<file path="src/rtl/maze_pkg.sv">
// Shared types and constants for the maze path-finder pipeline.
package maze_pkg;

    localparam int unsigned CoordW = 10;

    typedef enum logic [2:0] {
        StIdle  = 3'd0,
        StCalib = 3'd1,
        StTrack = 3'd2,
        StDone  = 3'd3,
        StFault = 3'd4
    } state_e;

    localparam logic [3:0] DirUp    = 4'b0001;
    localparam logic [3:0] DirRight = 4'b0010;
    localparam logic [3:0] DirDown  = 4'b0100;
    localparam logic [3:0] DirLeft  = 4'b1000;

endpackage

</file>
<file path="src/rtl/video_timing_counter.sv">
// Video timing front end: valid edge detection, pixel/line counters, line-buffer strobes.
module video_timing_counter
    import maze_pkg::*;
#(
    parameter logic [CoordW-1:0] H_MAX = 10'd1023,
    parameter logic [CoordW-1:0] V_MAX = 10'd1023
) (
    input  logic              clk,
    input  logic              reset,
    input  logic              frame_valid,
    input  logic              line_valid,
    input  logic              data_valid,
    output logic              frame_start,
    output logic              frame_end,
    output logic [CoordW-1:0] cnt_h,
    output logic [CoordW-1:0] cnt_v,
    output logic              fifo_wrreq,
    output logic              fifo_rdreq,
    output logic              fifo_sclr
);

    logic              frame_q;
    logic              line_q;
    logic              primed_q;
    logic              line_end;
    logic [CoordW-1:0] cnt_h_q;
    logic [CoordW-1:0] cnt_v_q;

    assign line_end    = line_q & ~line_valid;
    assign frame_end   = frame_q & ~frame_valid;
    assign frame_start = ~frame_q & frame_valid;

    // frame_q resets high so a frame already in flight at reset never looks like a start.
    always_ff @(posedge clk or posedge reset) begin
        if (reset) begin
            frame_q  <= 1'b1;
            line_q   <= 1'b0;
            primed_q <= 1'b0;
            cnt_h_q  <= '0;
            cnt_v_q  <= '0;
        end else begin
            frame_q <= frame_valid;
            line_q  <= line_valid;
            if (!frame_valid) begin
                primed_q <= 1'b0;
                cnt_h_q  <= '0;
                cnt_v_q  <= '0;
            end else if (line_end) begin
                primed_q <= 1'b1;
                cnt_h_q  <= '0;
                if (cnt_v_q != V_MAX) cnt_v_q <= cnt_v_q + 10'd1;
            end else if (data_valid && (cnt_h_q != H_MAX)) begin
                cnt_h_q <= cnt_h_q + 10'd1;
            end
        end
    end

    assign cnt_h      = cnt_h_q;
    assign cnt_v      = cnt_v_q;
    assign fifo_sclr  = ~frame_valid;
    assign fifo_wrreq = data_valid & frame_valid;
    assign fifo_rdreq = data_valid & primed_q;

endmodule

</file>
<file path="src/rtl/maze_frame_sequencer.sv">
// Frame-level controller: video timing plus the calibrate/track/done/lost state machine.
module maze_frame_sequencer
    import maze_pkg::*;
#(
    parameter logic [CoordW-1:0] H_MAX         = 10'd1023,
    parameter logic [CoordW-1:0] V_MAX         = 10'd1023,
    parameter logic [7:0]        CALIB_TIMEOUT = 8'd30
) (
    input  logic              clk,
    input  logic              reset,
    input  logic              video_frame_valid,
    input  logic              video_line_valid,
    input  logic              video_data_valid,
    input  logic              calib_ok,
    input  logic              agent_hit,
    input  logic              path_clear,
    input  logic              goal_hit,
    input  logic              restart,
    output logic [CoordW-1:0] cnt_h,
    output logic [CoordW-1:0] cnt_v,
    output logic              fifo_wrreq,
    output logic              fifo_rdreq,
    output logic              fifo_sclr,
    output logic              calib_en,
    output logic              step_en,
    output logic [2:0]        state,
    output logic [CoordW-1:0] frame_cnt,
    output logic              lost
);

    logic              frame_start;
    logic              frame_end;
    state_e            state_q, state_d;
    logic [CoordW-1:0] frame_cnt_q, frame_cnt_d;
    logic              pend_lost_q, pend_lost_d;
    logic              pend_done_q, pend_done_d;
    logic              lost_q, lost_d;
    logic              step_q, step_d;
    logic              calib_en_q;

    video_timing_counter #(
        .H_MAX (H_MAX),
        .V_MAX (V_MAX)
    ) u_timing (
        .clk         (clk),
        .reset       (reset),
        .frame_valid (video_frame_valid),
        .line_valid  (video_line_valid),
        .data_valid  (video_data_valid),
        .frame_start (frame_start),
        .frame_end   (frame_end),
        .cnt_h       (cnt_h),
        .cnt_v       (cnt_v),
        .fifo_wrreq  (fifo_wrreq),
        .fifo_rdreq  (fifo_rdreq),
        .fifo_sclr   (fifo_sclr)
    );

    always_comb begin
        state_d     = state_q;
        pend_lost_d = pend_lost_q;
        pend_done_d = pend_done_q;
        lost_d      = lost_q;
        step_d      = 1'b0;
        frame_cnt_d = frame_cnt_q;

        case (state_q)
            StIdle:  if (frame_start) state_d = StCalib;
            StCalib: begin
                if (frame_end) begin
                    if (calib_ok) begin
                        state_d = StTrack;
                    end else if (frame_cnt_q + 10'd1 == {2'b00, CALIB_TIMEOUT}) begin
                        state_d = StFault;
                    end
                end
            end
            StTrack: begin
                if (agent_hit) begin
                    if (!path_clear) begin
                        lost_d      = 1'b1;
                        pend_lost_d = 1'b1;
                    end else if (goal_hit) begin
                        pend_done_d = 1'b1;
                    end
                end
                // A hit on the frame_end cycle still counts for this frame.
                if (frame_end) begin
                    if (pend_done_d)      state_d = StDone;
                    else if (pend_lost_d) state_d = StCalib;
                    else                  step_d  = 1'b1;
                end
            end
            StDone, StFault: ;
            default: state_d = StIdle;
        endcase

        if (restart) begin
            state_d = StIdle;
            step_d  = 1'b0;
        end

        if (restart || (state_d != state_q)) begin
            pend_lost_d = 1'b0;
            pend_done_d = 1'b0;
            frame_cnt_d = '0;
        end else if (frame_end) begin
            frame_cnt_d = frame_cnt_q + 10'd1;
        end

        if ((state_d == StTrack) && (state_q != StTrack)) lost_d = 1'b0;
    end

    always_ff @(posedge clk or posedge reset) begin
        if (reset) begin
            state_q     <= StIdle;
            frame_cnt_q <= '0;
            pend_lost_q <= 1'b0;
            pend_done_q <= 1'b0;
            lost_q      <= 1'b0;
            step_q      <= 1'b0;
            calib_en_q  <= 1'b0;
        end else begin
            state_q     <= state_d;
            frame_cnt_q <= frame_cnt_d;
            pend_lost_q <= pend_lost_d;
            pend_done_q <= pend_done_d;
            lost_q      <= lost_d;
            step_q      <= step_d;
            calib_en_q  <= (state_d == StCalib);
        end
    end

    assign state     = state_q;
    assign frame_cnt = frame_cnt_q;
    assign lost      = lost_q;
    assign step_en   = step_q;
    assign calib_en  = calib_en_q;

endmodule

</file>
<file path="config.mk">
export PLATFORM = sky130hd
export DESIGN_NAME = maze_frame_sequencer
export DESIGN_NICKNAME = d
export VERILOG_FILES = /design/src/rtl/maze_pkg.sv /design/src/rtl/video_timing_counter.sv /design/src/rtl/maze_frame_sequencer.sv
export SDC_FILE = /design/constraint.sdc
export NUM_CORES = 1
export LEC_CHECK = 0
export CORE_MARGIN = 2
export CORE_UTILIZATION = 53
export CTS_BUF_LIST = sky130_fd_sc_hd__clkbuf_8
export DETAILED_ROUTE_END_ITERATION = 6
export MAX_ROUTING_LAYER = met4
export PLACE_DENSITY = 0.94
export SYNTH_ARGS = -nofsm -noshare
export SYNTH_HDL_FRONTEND = slang
export SYNTH_HIERARCHICAL = 1
export SYNTH_SLANG_ARGS = --single-unit
</file>
<file path="constraint.sdc">
create_clock -name clk -period 2.4 [get_ports clk]
set_input_delay 0.6 -clock clk [delete_from_list [all_inputs] [get_ports clk]]
set_output_delay 0.6 -clock clk [all_outputs]
set_load 0.02 [all_outputs]
</file>
==> impl_summary.md <==
Placement
The global placement routability congestion is 0.9161. The post-detailed-placement half-perimeter wirelength is 4.136 mm. OpenSTA, run right after detailed placement, puts the worst setup slack at -0.3308 ns.

The number of I/O port buffers is 48.

Global route
The initial antenna violation count is 0. For this run the aggregate overflow at the end of global routing stands at 0. The overall track demand over capacity in global routing is 24.17%. The via count of the first global-routing pass came to 2108. Entering global routing, the biggest net connects 19 pins. The first global-routing pass estimated 9.673 mm of wire.

Synthesis
The number of synthesized register bits is 41. Among all flip-flop cells after synthesis, the most frequent one is dfrtp_1. The proportion of register bits with asynchronous set or reset after synthesis is 100.0%. In this run the biggest area consumer among cell types represents 40.63% of the synthesized area. After synthesis, the cell types taking the most area are dfrtp_1 (41%), nor2_1 (5.0%), xnor2_1 (3.9%). The area of the mapped netlist is 2464 um^2. Summed over all instances, the cell type with the most area after synthesis is dfrtp_1. The synthesized netlist cell count is 254. Dividing the synthesized area by the synthesized cell count gives 9.699 um^2. In this run, distinct cell masters in the synthesized netlist total 67.

The yosys synthesis warning count is 6. The number of enable-type register cells in the synthesized netlist is 0. The net count after synthesis is 268. After synthesis, flip-flops and latches occupy 41.70% of the total area.

Clock tree
The TritonCTS buffer count is 5. The clock-pin transition on the worst setup and hold timing paths is 0.07 ns. The clock reaches the later pin of the worst-skew pair after 0.30 ns.

The number of clock sinks is 41. The H-tree was split into 2 levels. TritonCTS built the clock tree. The master cell of the clock root buffer is clkbuf_8.

The longest clock path from root to sink contains 2 buffers. The buffers inserted during post-CTS setup optimization is 0.

Finish
The final layout contains 330 nets. The post-route netlist has 16.14% of its cells at a drive strength greater than 1. After filler insertion, the fill cell instance count of the layout stands at 332. The area added between synthesis and finish is 28.69%. The commonest non-fill, non-tap cell in the layout is clkdlybuf4s50_1.

The count of antenna diodes in the layout is 0. The top cell types in the final layout, fill and taps aside, are clkdlybuf4s50_1 (44), dfrtp_1 (40), nor2_1 (32).

Timing
After layout, the minimum clock period comes to 2.209 ns. The highest clock frequency the design can meet is 0.4526 GHz. Setup slack on the critical path of the routed design comes to 0.1907 ns. The hold violation total from the final report is 0. Of the available clock period, the critical path in the final layout requires 92.05%. The setup TNS is 0 ns. The final setup violation count is 0. The number of pins with negative max-slew slack in the final report is 0. Between clock sinks in the finished design, the worst skew comes to 0.01053 ns.

The headroom to the max-slew limit is 53.95%. Setup repair after global routing left no endpoint under its margin. At the pin with the least slew margin, the transition time is 0.6900 ns.

The worst hold slack across all endpoints is 0.5201 ns.

Setup path
Counting both buffers and inverters, the worst setup path holds a total of 1. The count of cell instances traversed by the critical path is 1. The critical path class is register to output pin. The critical path ends at state[0]. Measured in cells, the most critical reg-to-reg path has a length of 6. The signal on the critical path passes through clkdlybuf4s50_1. STA classifies the critical path startpoint as a register.

The delay of the slowest critical-path stage is 0.69 ns. On the critical path, the stage with the largest delay is an instance of clkdlybuf4s50_1. The highest net fanout along the worst path is 12. Data on the critical path is required at its endpoint by 1.80 ns. The worst register-to-register path begins at frame_cnt[0]$_DFFE_PP0P_. Tracing the worst setup path back leads to its startpoint at state[0]$_DFF_PP0_. STA classifies the critical path endpoint as an output pin. In this run the register-to-register setup slack is 0.28 ns. The data arrival at the endpoint of the critical path is 1.61 ns. In this design, the largest share of critical-path delay is due to buffers and inverters. The worst register-to-register path ends at frame_cnt[3]$_DFFE_PP0P_.

Floorplan
The top-level port count is 49. The initial standard-cell utilization of the core is 55.81%. The overall die height is 72.18 um. The total core area is 4414 um^2. The area of the die is 5210 um^2. The floorplan has 24 rows. The x dimension of the die is 72.18 um.

Min path
In this run the worst hold path is classified as register to register. The worst hold path begins at lost$_DFFE_PP0P_.

Drt
The number of antenna-violating nets in the routed design is 0. The DRC violation total after the first TritonRoute iteration is 194. Wires add up to 5.725 mm. The iteration count of the initial detailed-routing pass is 4. Using the TritonRoute via totals, the vias-per-cell ratio works out to 5.981.

The average routed wire per standard cell is 15.56 um. In the routed design, unresolved DRC markers number 0. The final route contains 2201 vias.

Job
The tool flagged a number of max-cap violations equal to 0.

Pwr
The maximum VDD drop is 0.0002929 V. For this design the static power due to leakage is 1.283 nW. Dividing total power by cell area gives a power density of 442.1 nW/um^2.

Run status
The run finished with clean final reports.
-- cell type report --
| class | instances | area (um^2) | share of cell area [%] |
|---|---|---|---|
| timing repair buffer | 65 | 606.8 | 19.14 |
| sequential | 41 | 1027 | 32.40 |
| multi-input combinational | 190 | 1335 | 42.11 |
| clock buffer | 6 | 82.58 | 2.605 |
| inverter | 13 | 50.05 | 1.579 |
| clock inverter | 1 | 3.754 | 0.1184 |
| tap | 52 | 65.06 | 2.052 |
-- state kept, by name (all words and copies together), names as in the netlist, 3 cells and up --
| signal | flops |
|---|---|
| frame_cnt | 10 |
| state | 3 |
| u_timing/cnt_h | 10 |
| u_timing/cnt_v | 10 |
-- Yosys cell counts, types with 5 or more instances --
| cell | number |
|---|---|
| dfrtp_1 | 40 |
| nor2_1 | 33 |
| nand2_1 | 18 |
| inv_1 | 11 |
| xnor2_1 | 11 |
| nor3_1 | 10 |
| a21oi_1 | 9 |
| nand2b_1 | 8 |
| nor4_1 | 7 |
| nand3_1 | 6 |
| xor2_1 | 6 |
| o21ai_0 | 5 |
-- how the worst min path moves through the flow --
| stage | endpoint | slack, ns | depth (start not counted) |
|---|---|---|---|
| 3_5_place_dp | u_timing/primed_q$_DFFE_PP0P_ | 0.51 | 2 |
| 6_report | lost$_DFFE_PP0P_ | 0.52 | 1 |
| 2_1_floorplan | u_timing/primed_q$_DFFE_PP0P_ | 0.46 | 2 |
| 4_1_cts | lost$_DFFE_PP0P_ | 0.53 | 1 |
| 5_1_grt | lost$_DFFE_PP0P_ | 0.55 | 1 |
| 3_3_place_gp | u_timing/primed_q$_DFFE_PP0P_ | 0.48 | 2 |
-- timing repair --
| item | CTS | global route |
|---|---|---|
| resized for setup | 5 | 7 |
| setup endpoints to repair | 9 | 8 |
| pin swaps | 1 | 3 |
| hold endpoints to repair | 0 | 0 |
| gates cloned | 0 | 0 |
| hold buffers | 0 | 0 |
-- logic make-up after synthesis --
kind of cell    Yosys count  synth area share, %
mux                       4                1.625
flops                    41                41.70
simple gates            117                27.17
compound gates           48                16.00
xor+xnor                 17                6.044
fa+ha+maj                 4                2.032
buf+inv                  23                5.433
-- report_power, final --
| part | internal [mW] | switching, mW |
|---|---|---|
| combinational | 0.101 | 0.112 |
| sequential | 0.708 | 0.0252 |
| clock | 0.224 | 0.231 |
-- metrics by stage --
step | utilization (%) | area [um^2] | total power [mW] | std cells
3_3_place_gp | 69.16 | 3053 | 0.9470 | 361
6_report | 71.83 | 3171 | 1.402 | 368
5_1_grt | 71.83 | 3171 | 1.458 | 368
4_1_cts | 71.26 | 3146 | 1.404 | 368
3_5_place_dp | 69.16 | 3053 | 0.9541 | 361
2_1_floorplan | - | 2465 | 0.8603 | 254
-- metal layers --
| metal | wire length, um | global-route usage (%) |
|---|---|---|
| met5 | 0 | - |
| met4 | 118 | 7.966 |
| met3 | 344 | 4.167 |
| met2 | 2758 | 38.23 |
| met1 | 2503 | 31.71 |
(Power assumes the default switching activity.)
